`src/rtl/fma_issue_ctrl_pkg.sv`:
```
// ============================================================================
// fma_issue_ctrl_pkg : shared width, rounding-mode codes and clog2 helper
// Revision 1.0 : initial release
// ============================================================================
`default_nettype none

package fma_issue_ctrl_pkg;

  localparam int WIDTH = 64;

  localparam logic [1:0] RND_RZ  = 2'b00;
  localparam logic [1:0] RND_RN  = 2'b01;
  localparam logic [1:0] RND_RNE = 2'b10;

  function automatic int clog2(input int value);
    int r;
    r = 0;
    while ((1 << r) < value) r++;
    return r;
  endfunction

endpackage

`default_nettype wire

```
`src/rtl/fma_issue_ctrl_if.sv`:
```
// ============================================================================
// fma_issue_ctrl_if : operand, datapath and result handshake bundle
// Revision 1.0 : initial release
// ============================================================================
`default_nettype none

interface fma_issue_ctrl_if #(
  parameter int WIDTH = fma_issue_ctrl_pkg::WIDTH
);

  logic             in_valid;
  logic             in_ready;
  logic [WIDTH-1:0] in_a;
  logic [WIDTH-1:0] in_b;
  logic [WIDTH-1:0] in_c;
  logic [1:0]       in_rnd;

  logic [WIDTH-1:0] fma_a;
  logic [WIDTH-1:0] fma_b;
  logic [WIDTH-1:0] fma_c;
  logic [1:0]       fma_rnd;
  logic [WIDTH-1:0] fma_result;

  logic             out_valid;
  logic             out_ready;
  logic [WIDTH-1:0] out_result;
  logic             busy;

  modport slave (
    input  in_valid, in_a, in_b, in_c, in_rnd, fma_result, out_ready,
    output in_ready, fma_a, fma_b, fma_c, fma_rnd, out_valid, out_result, busy
  );

  modport master (
    output in_valid, in_a, in_b, in_c, in_rnd, fma_result, out_ready,
    input  in_ready, fma_a, fma_b, fma_c, fma_rnd, out_valid, out_result, busy
  );

endinterface

`default_nettype wire

```
`src/rtl/fma_issue_ctrl_sync_fifo.sv`:
```
// ============================================================================
// sync_fifo : single-clock FIFO with separate occupancy count
// Revision 1.0 : initial release
// ============================================================================
`default_nettype none

module sync_fifo
  import fma_issue_ctrl_pkg::*;
#(
  parameter int DATA_W = 8,
  parameter int DEPTH  = 4
) (
  input  logic                    clk,
  input  logic                    rst,
  input  logic                    push_i,
  input  logic [DATA_W-1:0]       data_i,
  input  logic                    pop_i,
  output logic [DATA_W-1:0]       data_o,
  output logic                    full_o,
  output logic                    empty_o,
  output logic [clog2(DEPTH):0]   count_o
);

  localparam int AW = clog2(DEPTH);

  logic [DATA_W-1:0] mem_q [DEPTH];
  logic [AW-1:0]     wr_ptr_q;
  logic [AW-1:0]     rd_ptr_q;
  logic [AW:0]       count_q;
  logic [AW:0]       count_d;
  logic              do_push;
  logic              do_pop;

  // Pointers wrap naturally at DEPTH; the count disambiguates full from empty.
  assign do_push = push_i & ~full_o;
  assign do_pop  = pop_i & ~empty_o;

  always_comb begin
    count_d = count_q;
    if (do_push && !do_pop) begin
      count_d = count_q + (AW+1)'(1);
    end else if (do_pop && !do_push) begin
      count_d = count_q - (AW+1)'(1);
    end
  end

  always_ff @(posedge clk or negedge rst) begin
    if (!rst) begin
      for (int i = 0; i < DEPTH; i++) mem_q[i] <= '0;
      wr_ptr_q <= '0;
      rd_ptr_q <= '0;
      count_q  <= '0;
    end else begin
      if (do_push) begin
        mem_q[wr_ptr_q] <= data_i;
        wr_ptr_q        <= wr_ptr_q + AW'(1);
      end
      if (do_pop) begin
        rd_ptr_q <= rd_ptr_q + AW'(1);
      end
      count_q <= count_d;
    end
  end

  assign data_o  = mem_q[rd_ptr_q];
  assign full_o  = (count_q == (AW+1)'(DEPTH));
  assign empty_o = (count_q == '0);
  assign count_o = count_q;

endmodule

`default_nettype wire

```
`src/rtl/fma_issue_ctrl.sv`:
```
// ============================================================================
// fma_issue_ctrl : credit-gated operand issue and result capture around fpfma
// Revision 1.0 : initial release
// ============================================================================
`default_nettype none

module fma_issue_ctrl #(
  parameter int WIDTH     = fma_issue_ctrl_pkg::WIDTH,
  parameter int IN_DEPTH  = 4,
  parameter int OUT_DEPTH = 4,
  parameter int FMA_LAT   = 1
) (
  input  logic           clk,
  input  logic           rst,
  fma_issue_ctrl_if.slave bus
);

  import fma_issue_ctrl_pkg::*;

  localparam int IN_W   = 3 * WIDTH + 2;
  localparam int IN_CW  = clog2(IN_DEPTH) + 1;
  localparam int OUT_CW = clog2(OUT_DEPTH) + 1;
  localparam int CRED_W = clog2(OUT_DEPTH) + 1;

  logic [IN_W-1:0]   in_wdata;
  logic [IN_W-1:0]   in_rdata;
  logic              in_full;
  logic              in_empty;
  logic              in_push;
  logic [IN_CW-1:0]  in_count;

  logic              out_full;
  logic              out_empty;
  logic              out_pop;
  logic              out_push;
  logic [OUT_CW-1:0] out_count;

  logic              issue;
  logic              capture;
  logic [CRED_W-1:0] cred_q;
  logic [CRED_W-1:0] cred_d;
  logic [FMA_LAT-1:0] lat_q;
  logic [FMA_LAT-1:0] lat_d;

  logic [WIDTH-1:0]  fma_a_q;
  logic [WIDTH-1:0]  fma_b_q;
  logic [WIDTH-1:0]  fma_c_q;
  logic [1:0]        fma_rnd_q;

  assign in_wdata = {bus.in_a, bus.in_b, bus.in_c, bus.in_rnd};
  assign in_push  = bus.in_valid & bus.in_ready;

  sync_fifo #(
    .DATA_W (IN_W),
    .DEPTH  (IN_DEPTH)
  ) u_in_fifo (
    .clk     (clk),
    .rst     (rst),
    .push_i  (in_push),
    .data_i  (in_wdata),
    .pop_i   (issue),
    .data_o  (in_rdata),
    .full_o  (in_full),
    .empty_o (in_empty),
    .count_o (in_count)
  );

  // A credit stands for one guaranteed output slot, so capture never stalls.
  assign issue   = ~in_empty & (cred_q != '0);
  assign capture = lat_q[FMA_LAT-1];
  assign out_pop = ~out_empty & bus.out_ready;
  assign out_push = capture & ~out_full;

  sync_fifo #(
    .DATA_W (WIDTH),
    .DEPTH  (OUT_DEPTH)
  ) u_out_fifo (
    .clk     (clk),
    .rst     (rst),
    .push_i  (out_push),
    .data_i  (bus.fma_result),
    .pop_i   (out_pop),
    .data_o  (bus.out_result),
    .full_o  (out_full),
    .empty_o (out_empty),
    .count_o (out_count)
  );

  always_comb begin
    cred_d = cred_q;
    if (issue && !out_pop) begin
      cred_d = cred_q - CRED_W'(1);
    end else if (out_pop && !issue) begin
      cred_d = cred_q + CRED_W'(1);
    end
    lat_d = FMA_LAT'({lat_q, issue});
  end

  always_ff @(posedge clk or negedge rst) begin
    if (!rst) begin
      cred_q    <= CRED_W'(OUT_DEPTH);
      lat_q     <= '0;
      fma_a_q   <= '0;
      fma_b_q   <= '0;
      fma_c_q   <= '0;
      fma_rnd_q <= '0;
    end else begin
      cred_q <= cred_d;
      lat_q  <= lat_d;
      if (issue) begin
        {fma_a_q, fma_b_q, fma_c_q, fma_rnd_q} <= in_rdata;
      end
    end
  end

  assign bus.in_ready  = rst & ~in_full;
  assign bus.fma_a     = fma_a_q;
  assign bus.fma_b     = fma_b_q;
  assign bus.fma_c     = fma_c_q;
  assign bus.fma_rnd   = fma_rnd_q;
  assign bus.out_valid = ~out_empty;
  assign bus.busy      = (in_count != '0) | (|lat_q) | (out_count != '0);

endmodule

`default_nettype wire

```
`src/flat_wrapper.sv`:
```
// flat-port wrapper written by rule: the top's interface ports become plain ports
module fma_issue_ctrl_flat import fma_issue_ctrl_pkg::*;
#(
  parameter int WIDTH     = fma_issue_ctrl_pkg::WIDTH,
  parameter int IN_DEPTH  = 4,
  parameter int OUT_DEPTH = 4,
  parameter int FMA_LAT   = 1
)
  (clk, rst, bus_in_valid, bus_in_a, bus_in_b, bus_in_c, bus_in_rnd, bus_fma_result, bus_out_ready, bus_in_ready, bus_fma_a, bus_fma_b, bus_fma_c, bus_fma_rnd, bus_out_valid, bus_out_result, bus_busy);
  fma_issue_ctrl_if #(.WIDTH(WIDTH)) bus_i ();
  input  logic clk;
  input  logic rst;
  input wire logic [$bits(bus_i.in_valid)-1:0] bus_in_valid;
  input wire logic [$bits(bus_i.in_a)-1:0] bus_in_a;
  input wire logic [$bits(bus_i.in_b)-1:0] bus_in_b;
  input wire logic [$bits(bus_i.in_c)-1:0] bus_in_c;
  input wire logic [$bits(bus_i.in_rnd)-1:0] bus_in_rnd;
  input wire logic [$bits(bus_i.fma_result)-1:0] bus_fma_result;
  input wire logic [$bits(bus_i.out_ready)-1:0] bus_out_ready;
  output wire logic [$bits(bus_i.in_ready)-1:0] bus_in_ready;
  output wire logic [$bits(bus_i.fma_a)-1:0] bus_fma_a;
  output wire logic [$bits(bus_i.fma_b)-1:0] bus_fma_b;
  output wire logic [$bits(bus_i.fma_c)-1:0] bus_fma_c;
  output wire logic [$bits(bus_i.fma_rnd)-1:0] bus_fma_rnd;
  output wire logic [$bits(bus_i.out_valid)-1:0] bus_out_valid;
  output wire logic [$bits(bus_i.out_result)-1:0] bus_out_result;
  output wire logic [$bits(bus_i.busy)-1:0] bus_busy;
  assign bus_i.in_valid = bus_in_valid;
  assign bus_i.in_a = bus_in_a;
  assign bus_i.in_b = bus_in_b;
  assign bus_i.in_c = bus_in_c;
  assign bus_i.in_rnd = bus_in_rnd;
  assign bus_i.fma_result = bus_fma_result;
  assign bus_i.out_ready = bus_out_ready;
  assign bus_in_ready = bus_i.in_ready;
  assign bus_fma_a = bus_i.fma_a;
  assign bus_fma_b = bus_i.fma_b;
  assign bus_fma_c = bus_i.fma_c;
  assign bus_fma_rnd = bus_i.fma_rnd;
  assign bus_out_valid = bus_i.out_valid;
  assign bus_out_result = bus_i.out_result;
  assign bus_busy = bus_i.busy;
  fma_issue_ctrl #(.WIDTH(WIDTH), .IN_DEPTH(IN_DEPTH), .OUT_DEPTH(OUT_DEPTH), .FMA_LAT(FMA_LAT)) u_core (.clk(clk), .rst(rst), .bus(bus_i));
endmodule
```
`config.mk`:
```
export PLATFORM = sky130hd
export DESIGN_NAME = fma_issue_ctrl_flat
export DESIGN_NICKNAME = d
export VERILOG_FILES = /design/src/rtl/fma_issue_ctrl_pkg.sv /design/src/rtl/fma_issue_ctrl_if.sv /design/src/rtl/fma_issue_ctrl_sync_fifo.sv /design/src/rtl/fma_issue_ctrl.sv /design/src/flat_wrapper.sv
export SDC_FILE = /design/constraint.sdc
export NUM_CORES = 2
export LEC_CHECK = 0
export ABC_CLOCK_PERIOD_IN_PS = 2660
export CAP_MARGIN = 20
export CELL_PAD_IN_SITES_DETAIL_PLACEMENT = 0
export CELL_PAD_IN_SITES_GLOBAL_PLACEMENT = 1
export CORE_UTILIZATION = 40
export DETAILED_ROUTE_END_ITERATION = 7
export GPL_TIMING_DRIVEN = 0
export PLACE_DENSITY = 0.71
export SLEW_MARGIN = 25
export SYNTH_ARGS = -nofsm -noshare
export SYNTH_HDL_FRONTEND = slang
export SYNTH_SLANG_ARGS = --single-unit
```
`constraint.sdc`:
```
create_clock -name clk -period 2.66 [get_ports clk]
set_input_delay 0.399 -clock clk [delete_from_list [all_inputs] [get_ports clk]]
set_output_delay 0.399 -clock clk [all_outputs]
set_load 0.005 [all_outputs]
```
# After elaboration in Yosys (flattened, before gate mapping)
# Index checks and enable logic that the tools add are counted.
# Widths: inputs -> output; s select.
# word_totals
elab_cells	97
input_bits	262
output_inout_bits	261
reg_bits	1244
# op_classes
mux	18
n_eq_ne	2
n_lt_le_gt_ge	6
reduce_logical	22
bitwise	19
n_addsub	10
# ops
cell	count
$bwmux 776	1
$mux 194	3
$bmux 194 s2	1
$demux 194 s2	1
$bwmux 256	1
$mux 64	3
$bmux 64 s2	1
$demux 64 s2	1
$mux 3	6
$ge 3x3->1 const B	4
$not 2->3	4
$add 3x1->3 const B	3
$and 1x1->1	9
$reduce_bool 3->1	3
$sub 3x1->3 const B	3
$add 2x1->2 const B	4
$logic_and 1x1->1	8
$eq 3x3->1 const B	2
$logic_not 1->1	6
$logic_not 3->1	2
$lt 3x1->1 const B	2
$reduce_bool 2->1	3
$not 1->1	4
$or 1x1->1	2

# Depth between registers and ports, before layout
# depth
depth_word	9
mapped_depth	11
ltp_nobuf	9

# Hierarchy
# Synthesis repeated with hierarchy kept, for this count alone.
# hier_totals
hier_cells	2995
area_unflattened_um2	52944.5
# modules_own_cells
mod	area_per_inst_um2	cells_each	instances	seq_area_each_um2
sync_fifo at u_core.u_in_fifo	33926.3	1912	1	19593.8
sync_fifo at u_core.u_out_fifo	11549.8	652	1	6581.3
fma_issue_ctrl	7468.4	431	1	4956.0

# Least setup slack after synthesis
# OpenSTA, ideal clock, no wires.
# synth_path
path_type	reg2reg
startpoint	reg u_core.u_in_fifo.count_q[1] (netlist: u_core.u_in_fifo.count_o[1])
endpoint	reg u_core.cred_q[1]
path_stages_with_launch	10
setup_time_ns	0.079
n_path_buf	2
arrival_ns	2.170
setup_slack_ns	0.410
required_ns	2.581
synth_period_minus_slack_ns	2.250
cell_sequence	dfrtp_1 -> or3_1 -> o31ai_1 -> inv_2 -> buf_2 -> buf_2 -> ha_1 -> inv_1 -> fa_1 -> mux2i_1
# synth_between
elab_chain_cells	6
elab_cells_between_ends	8
cone_classes	mux (1); bitwise (2); reduce/logical (5)
# synth_lines
element	line_no	source
from (decl)	fma_issue_ctrl_sync_fifo.sv:29	logic [AW:0] count_q;
from (signal assigned)	fma_issue_ctrl_sync_fifo.sv:61	count_q <= count_d;
$logic_not 3->1 (*)	fma_issue_ctrl_sync_fifo.sv:67	assign empty_o = (count_q == '0);
$not 1->1 (*)	fma_issue_ctrl.sv:69	assign issue = ~in_empty & (cred_q != '0);
$and 1x1->1 (*)	fma_issue_ctrl.sv:69	
net u_core.issue	fma_issue_ctrl.sv:38	logic issue;
$logic_not 1->1	fma_issue_ctrl.sv:93	end else if (out_pop && !issue) begin
$logic_and 1x1->1	fma_issue_ctrl.sv:93	
$reduce_bool 2->1 (no source line)	-	
to (signal assigned)	fma_issue_ctrl.sv:101	cred_q <= CRED_W'(OUT_DEPTH);
to (signal assigned)	fma_issue_ctrl.sv:108	cred_q <= cred_d;
to (decl)	fma_issue_ctrl.sv:40	logic [CRED_W-1:0] cred_q;
# Mark *: on every way through the listed nets, which the timed path passes. The rest lies on a longest branch.
# A chain may end at the register's enable or synchronous reset.

# Worst setup path in the final report
# layout_path
startpoint	reg u_core.u_out_fifo.rd_ptr_q[0]
endpoint	out bus_out_result[31]
# layout_between
elab_chain_cells	4
# layout_lines
element	line_no	source
from (decl)	fma_issue_ctrl_sync_fifo.sv:28	logic [AW-1:0] rd_ptr_q;
from (signal assigned)	fma_issue_ctrl_sync_fifo.sv:59	rd_ptr_q <= rd_ptr_q + AW'(1);
$not 2->3 (implied by the code)	fma_issue_ctrl_sync_fifo.sv:65	assign data_o = mem_q[rd_ptr_q];
$bmux 64 s2	fma_issue_ctrl_sync_fifo.sv:65	
$mux 64 (implied by the code) (2 in series)	fma_issue_ctrl_sync_fifo.sv:65	
to (decl)	flat_wrapper.sv:26	output wire logic [$bits(bus_i.out_result)-1:0] bus_out_result;
# No other way between the ends. The select of a mux whose other input is x is not followed.

==> impl_metrics.env <==
export IMPL_grt_max_degree=136
export IMPL_max_cap_violations=0
export IMPL_fp_dieW_um=365.9
export IMPL_cts_sink_count=1244
export IMPL_wl_per_cell_um=23.48
export IMPL_dr_total_vias=28908
export IMPL_worst_slew_pin_transition_ns=0.9200
export IMPL_clock_path_buffers=3
export IMPL_antenna_found_initial=37
export IMPL_remaining_drc_errors=0
export IMPL_final_layout_size_suffix_gt1_frac=0.5250
export IMPL_netlist_instances=2988
export IMPL_power_ir_vdd_worst_v=0.0006582
export IMPL_critical_path_max_fanout=5
export IMPL_timing_slew_headroom=0.3866
export IMPL_postLayoutSetupSlackWorst_ns=-0.1040
export IMPL_route_detailed_vias_per_inst=5.157
export IMPL_synth_edff_count=0
export IMPL_yosys_cell_count_top_type="sky130_fd_sc_hd__dfrtp_1"
export IMPL_worstHoldPathType="primary input to asynchronous set/reset pin"
export IMPL_timing_rr_start="u_core.u_in_fifo.count_o[0]$_DFFE_PN0P_"
export IMPL_rsz_0062_raised_after_global_routing="yes"
export IMPL_die_y_um=365.9
export IMPL_num_io_pins=523
export IMPL_netlist_top_cells_area="sky130_fd_sc_hd__dfrtp_1 59%, sky130_fd_sc_hd__mux2_2 23%, sky130_fd_sc_hd__mux4_2 11%"
export IMPL_cts_htree_levels=4
export IMPL_crit_reg2reg_capture="u_core.u_in_fifo.mem_q[510]$_DFFE_PN0P_"
export IMPL_first_pass_grt_wire_length_mm=202.5
export IMPL_row_count=133
export IMPL_synth_lib_cells_used_distinct=28
export IMPL_detailedRoute_firstPassIterationCount=5
export IMPL_power_density_nw_per_um2=1348
export IMPL_timing_final_setup_violations=27
export IMPL_syn_area_um2=52970
export IMPL_grt_overflow_total=0
export IMPL_fmax_mhz=361.8
export IMPL_rrSetupSlack_ns=0.12
export IMPL_routed_wl_mm=131.6
export IMPL_grt_pass1_vias=31316
export IMPL_clock_tree_from_tritoncts="yes"
export IMPL_gr_usage_all_layers=0.1999
export IMPL_final_max_slew_viol_count=0
export IMPL_syn_avg_cell_area_um2=17.73
export IMPL_cp_arrival_ns=2.36
export IMPL_leakage_uw=0.02862
export IMPL_synth_top_cell_area_share=0.5872
export IMPL_finalHoldViolCount=0
export IMPL_final_antenna_net_count=0
export IMPL_skew_ns=0.02432
export IMPL_period_share=1.039
export IMPL_synth_seq_area_share=0.5877
export IMPL_fillers=11055
export IMPL_outcome="finished, violations left"
export IMPL_commonest_register_cell_after_synthesis="sky130_fd_sc_hd__dfrtp_1"
export IMPL_initialDrtViolationCount=1473
export IMPL_crit_path_start_kind="flip-flop"
export IMPL_layout_nets=4002
export IMPL_worstRegToRegCells=7
export IMPL_failed_checks="negative setup slack"
export IMPL_syn_to_final_growth_pct=25.95
export IMPL_detailedPlacementHpwl_mm=85.89
export IMPL_synth_cells_most_frequent="1,243 x sky130_fd_sc_hd__dfrtp_1, 1,070 x sky130_fd_sc_hd__mux2_2, 258 x sky130_fd_sc_hd__mux4_2"
export IMPL_timing_setup_critical_path_class="flip-flop to primary output"
export IMPL_yosysTopAreaCell="sky130_fd_sc_hd__dfrtp_1"
export IMPL_synthesis_yosys_warnings=0
export IMPL_clock_insertion_delay_worst_skew_ns=0.77
export IMPL_globalplace_congestion=0.7387
export IMPL_hold_worst_slack_ns=0.08195
export IMPL_cts_root_buffer_cell="sky130_fd_sc_hd__clkbuf_16"
export IMPL_synth_seq_cells=1244
export IMPL_numCtsBuffers=140
export IMPL_multi_input_gate_area_um2=20760
export IMPL_worstSetupEndpointType="primary output"
export IMPL_clock_slew_at_reported_path_ffs_ns=0.06
export IMPL_fp_coreArea_um2=131500
export IMPL_post_route_util=0.5075
export IMPL_start_util=0.4029
export IMPL_postSynthNetCount=3264
export IMPL_period_needed_ns=2.764
export IMPL_io_buffer_count=522
export IMPL_die_area_um2=133900
export IMPL_async_reset_ff_frac=1.000
export IMPL_regArea_um2=31130
export IMPL_critical_path_required_ns=2.26
==> state kept, by name, summed over array words and instances (netlist names) <==
register                    flops
u_core.u_in_fifo.rd_ptr_q       2
u_core.bus.fma_a               64
u_core.u_in_fifo.mem_q        776
u_core.u_in_fifo.count_o        3
u_core.cred_q                   3
u_core.u_out_fifo.mem_q       256
u_core.u_out_fifo.wr_ptr_q      2
u_core.u_out_fifo.count_o       3
u_core.u_out_fifo.rd_ptr_q      2
u_core.u_in_fifo.wr_ptr_q       2
u_core.bus.fma_rnd              2
u_core.bus.fma_b               64
u_core.capture                  1
u_core.bus.fma_c               64
==> final cells by class <==
| type | count | share of cell area |
|---|---|---|
| Antenna cell | 13 | 0.0004876 |
| Clock buffer | 214 | 0.06363 |
| Timing Repair Buffer | 597 | 0.09643 |
| Tap cell | 1755 | 0.03291 |
| Multi-Input combinational cell | 1541 | 0.3112 |
| Buffer | 191 | 0.01900 |
| Inverter | 11 | 0.0006189 |
| Sequential cell | 1244 | 0.4667 |
| Clock inverter | 40 | 0.009077 |
==> layer usage <==
metal  GRT usage  part of all wire  vias up
li1            -                 -    12665
met1      0.2730              0.45    15438
met2      0.3071              0.47      533
met3     0.06222             0.060      226
met4     0.05689             0.021       46
met5           0            0.0021        -
==> critical path, cell delays in order (launching register included) <==
cell	delay (ns)
sky130_fd_sc_hd__dfrtp_2	0.41
sky130_fd_sc_hd__buf_12	0.14
sky130_fd_sc_hd__buf_12	0.14
sky130_fd_sc_hd__buf_8	0.13
sky130_fd_sc_hd__buf_16	0.13
sky130_fd_sc_hd__buf_6	0.11
sky130_fd_sc_hd__mux4_2	0.42
sky130_fd_sc_hd__buf_6	0.14
==> where the power goes <==
part | total [uW] | internal [uW] | switching [uW]
sequential | 33500 | 28800 | 4700
combinational | 36300 | 23000 | 13200
clock | 20100 | 12100 | 7960
==> metrics by stage <==
step	power [uW]	std cells	worst slack (ns)	area, um2	setup TNS [ns]
finish	89910	5606	-0.1040	66720	-0.7681
global route	95250	5603	-0.1949	66710	-3.760
CTS	90990	5579	-0.2538	66480	-9.756
detailed placement	70060	5276	-2.664	60720	-2092.04
global placement	69490	5265	-63.59	60390	-
floorplan	56700	2988	0.4104	52970	0
==> placed cells by master (no fill, tap or decap), types with 13 or more instances in the layout <==
cell type / count
sky130_fd_sc_hd__buf_12: 17
sky130_fd_sc_hd__buf_16: 15
sky130_fd_sc_hd__buf_2: 127
sky130_fd_sc_hd__buf_4: 40
sky130_fd_sc_hd__buf_6: 38
sky130_fd_sc_hd__clkbuf_1: 44
sky130_fd_sc_hd__clkbuf_16: 145
sky130_fd_sc_hd__clkbuf_2: 32
sky130_fd_sc_hd__clkbuf_8: 41
sky130_fd_sc_hd__clkdlybuf4s50_1: 455
sky130_fd_sc_hd__dfrtp_1: 1241
sky130_fd_sc_hd__diode_2: 13
sky130_fd_sc_hd__dlymetal6s2s_1: 15
sky130_fd_sc_hd__mux2_2: 1070
sky130_fd_sc_hd__mux2_4: 160
sky130_fd_sc_hd__mux4_2: 258
==> what timing repair did <==
action,CTS,global route
gates cloned,13,2
hold buffers,18,0
endpoints found under the hold margin,158,0
setup endpoints to repair,1001,145
pin swaps,3,0
buffers inserted,18,15
resized for setup,238,81
==> cells by family (layout without fill, tap and decap cells) <==
logic type,after synthesis,count (layout),synth area share
mux,1489,1489,0.3827
simple gates,21,21,0.002339
flops,1244,1244,0.5877
fa+ha+maj,14,14,0.003732
compound gates,2,2,0.0003072
xor+xnor,15,15,0.002480
buf+inv,203,1053,0.02072
other cells,0,13,0
==> worst max-delay path by stage <==
| stage | startpoint | end | slack [ns] | cells after the start |
|---|---|---|---|---|
| 6_report | u_core.u_out_fifo.rd_ptr_q[0]$_DFFE_PN0P_ | bus_out_result[31] | -0.10 | 7 |
| 5_1_grt | u_core.u_out_fifo.rd_ptr_q[0]$_DFFE_PN0P_ | bus_out_result[31] | -0.19 | 7 |
| 4_1_cts | u_core.u_out_fifo.rd_ptr_q[0]$_DFFE_PN0P_ | bus_out_result[7] | -0.25 | 3 |
| 3_5_place_dp | rst | u_core.u_in_fifo.mem_q[714]$_DFFE_PN0P_ | -2.66 | 10 |
| 3_3_place_gp | rst | u_core.u_in_fifo.mem_q[713]$_DFFE_PN0P_ | -63.59 | 5 |
| 2_1_floorplan | u_core.u_in_fifo.count_o[1]$_DFFE_PN0P_ | u_core.cred_q[1]$_DFFE_PN0P_ | 0.41 | 9 |
(Power assumes the default switching activity.)
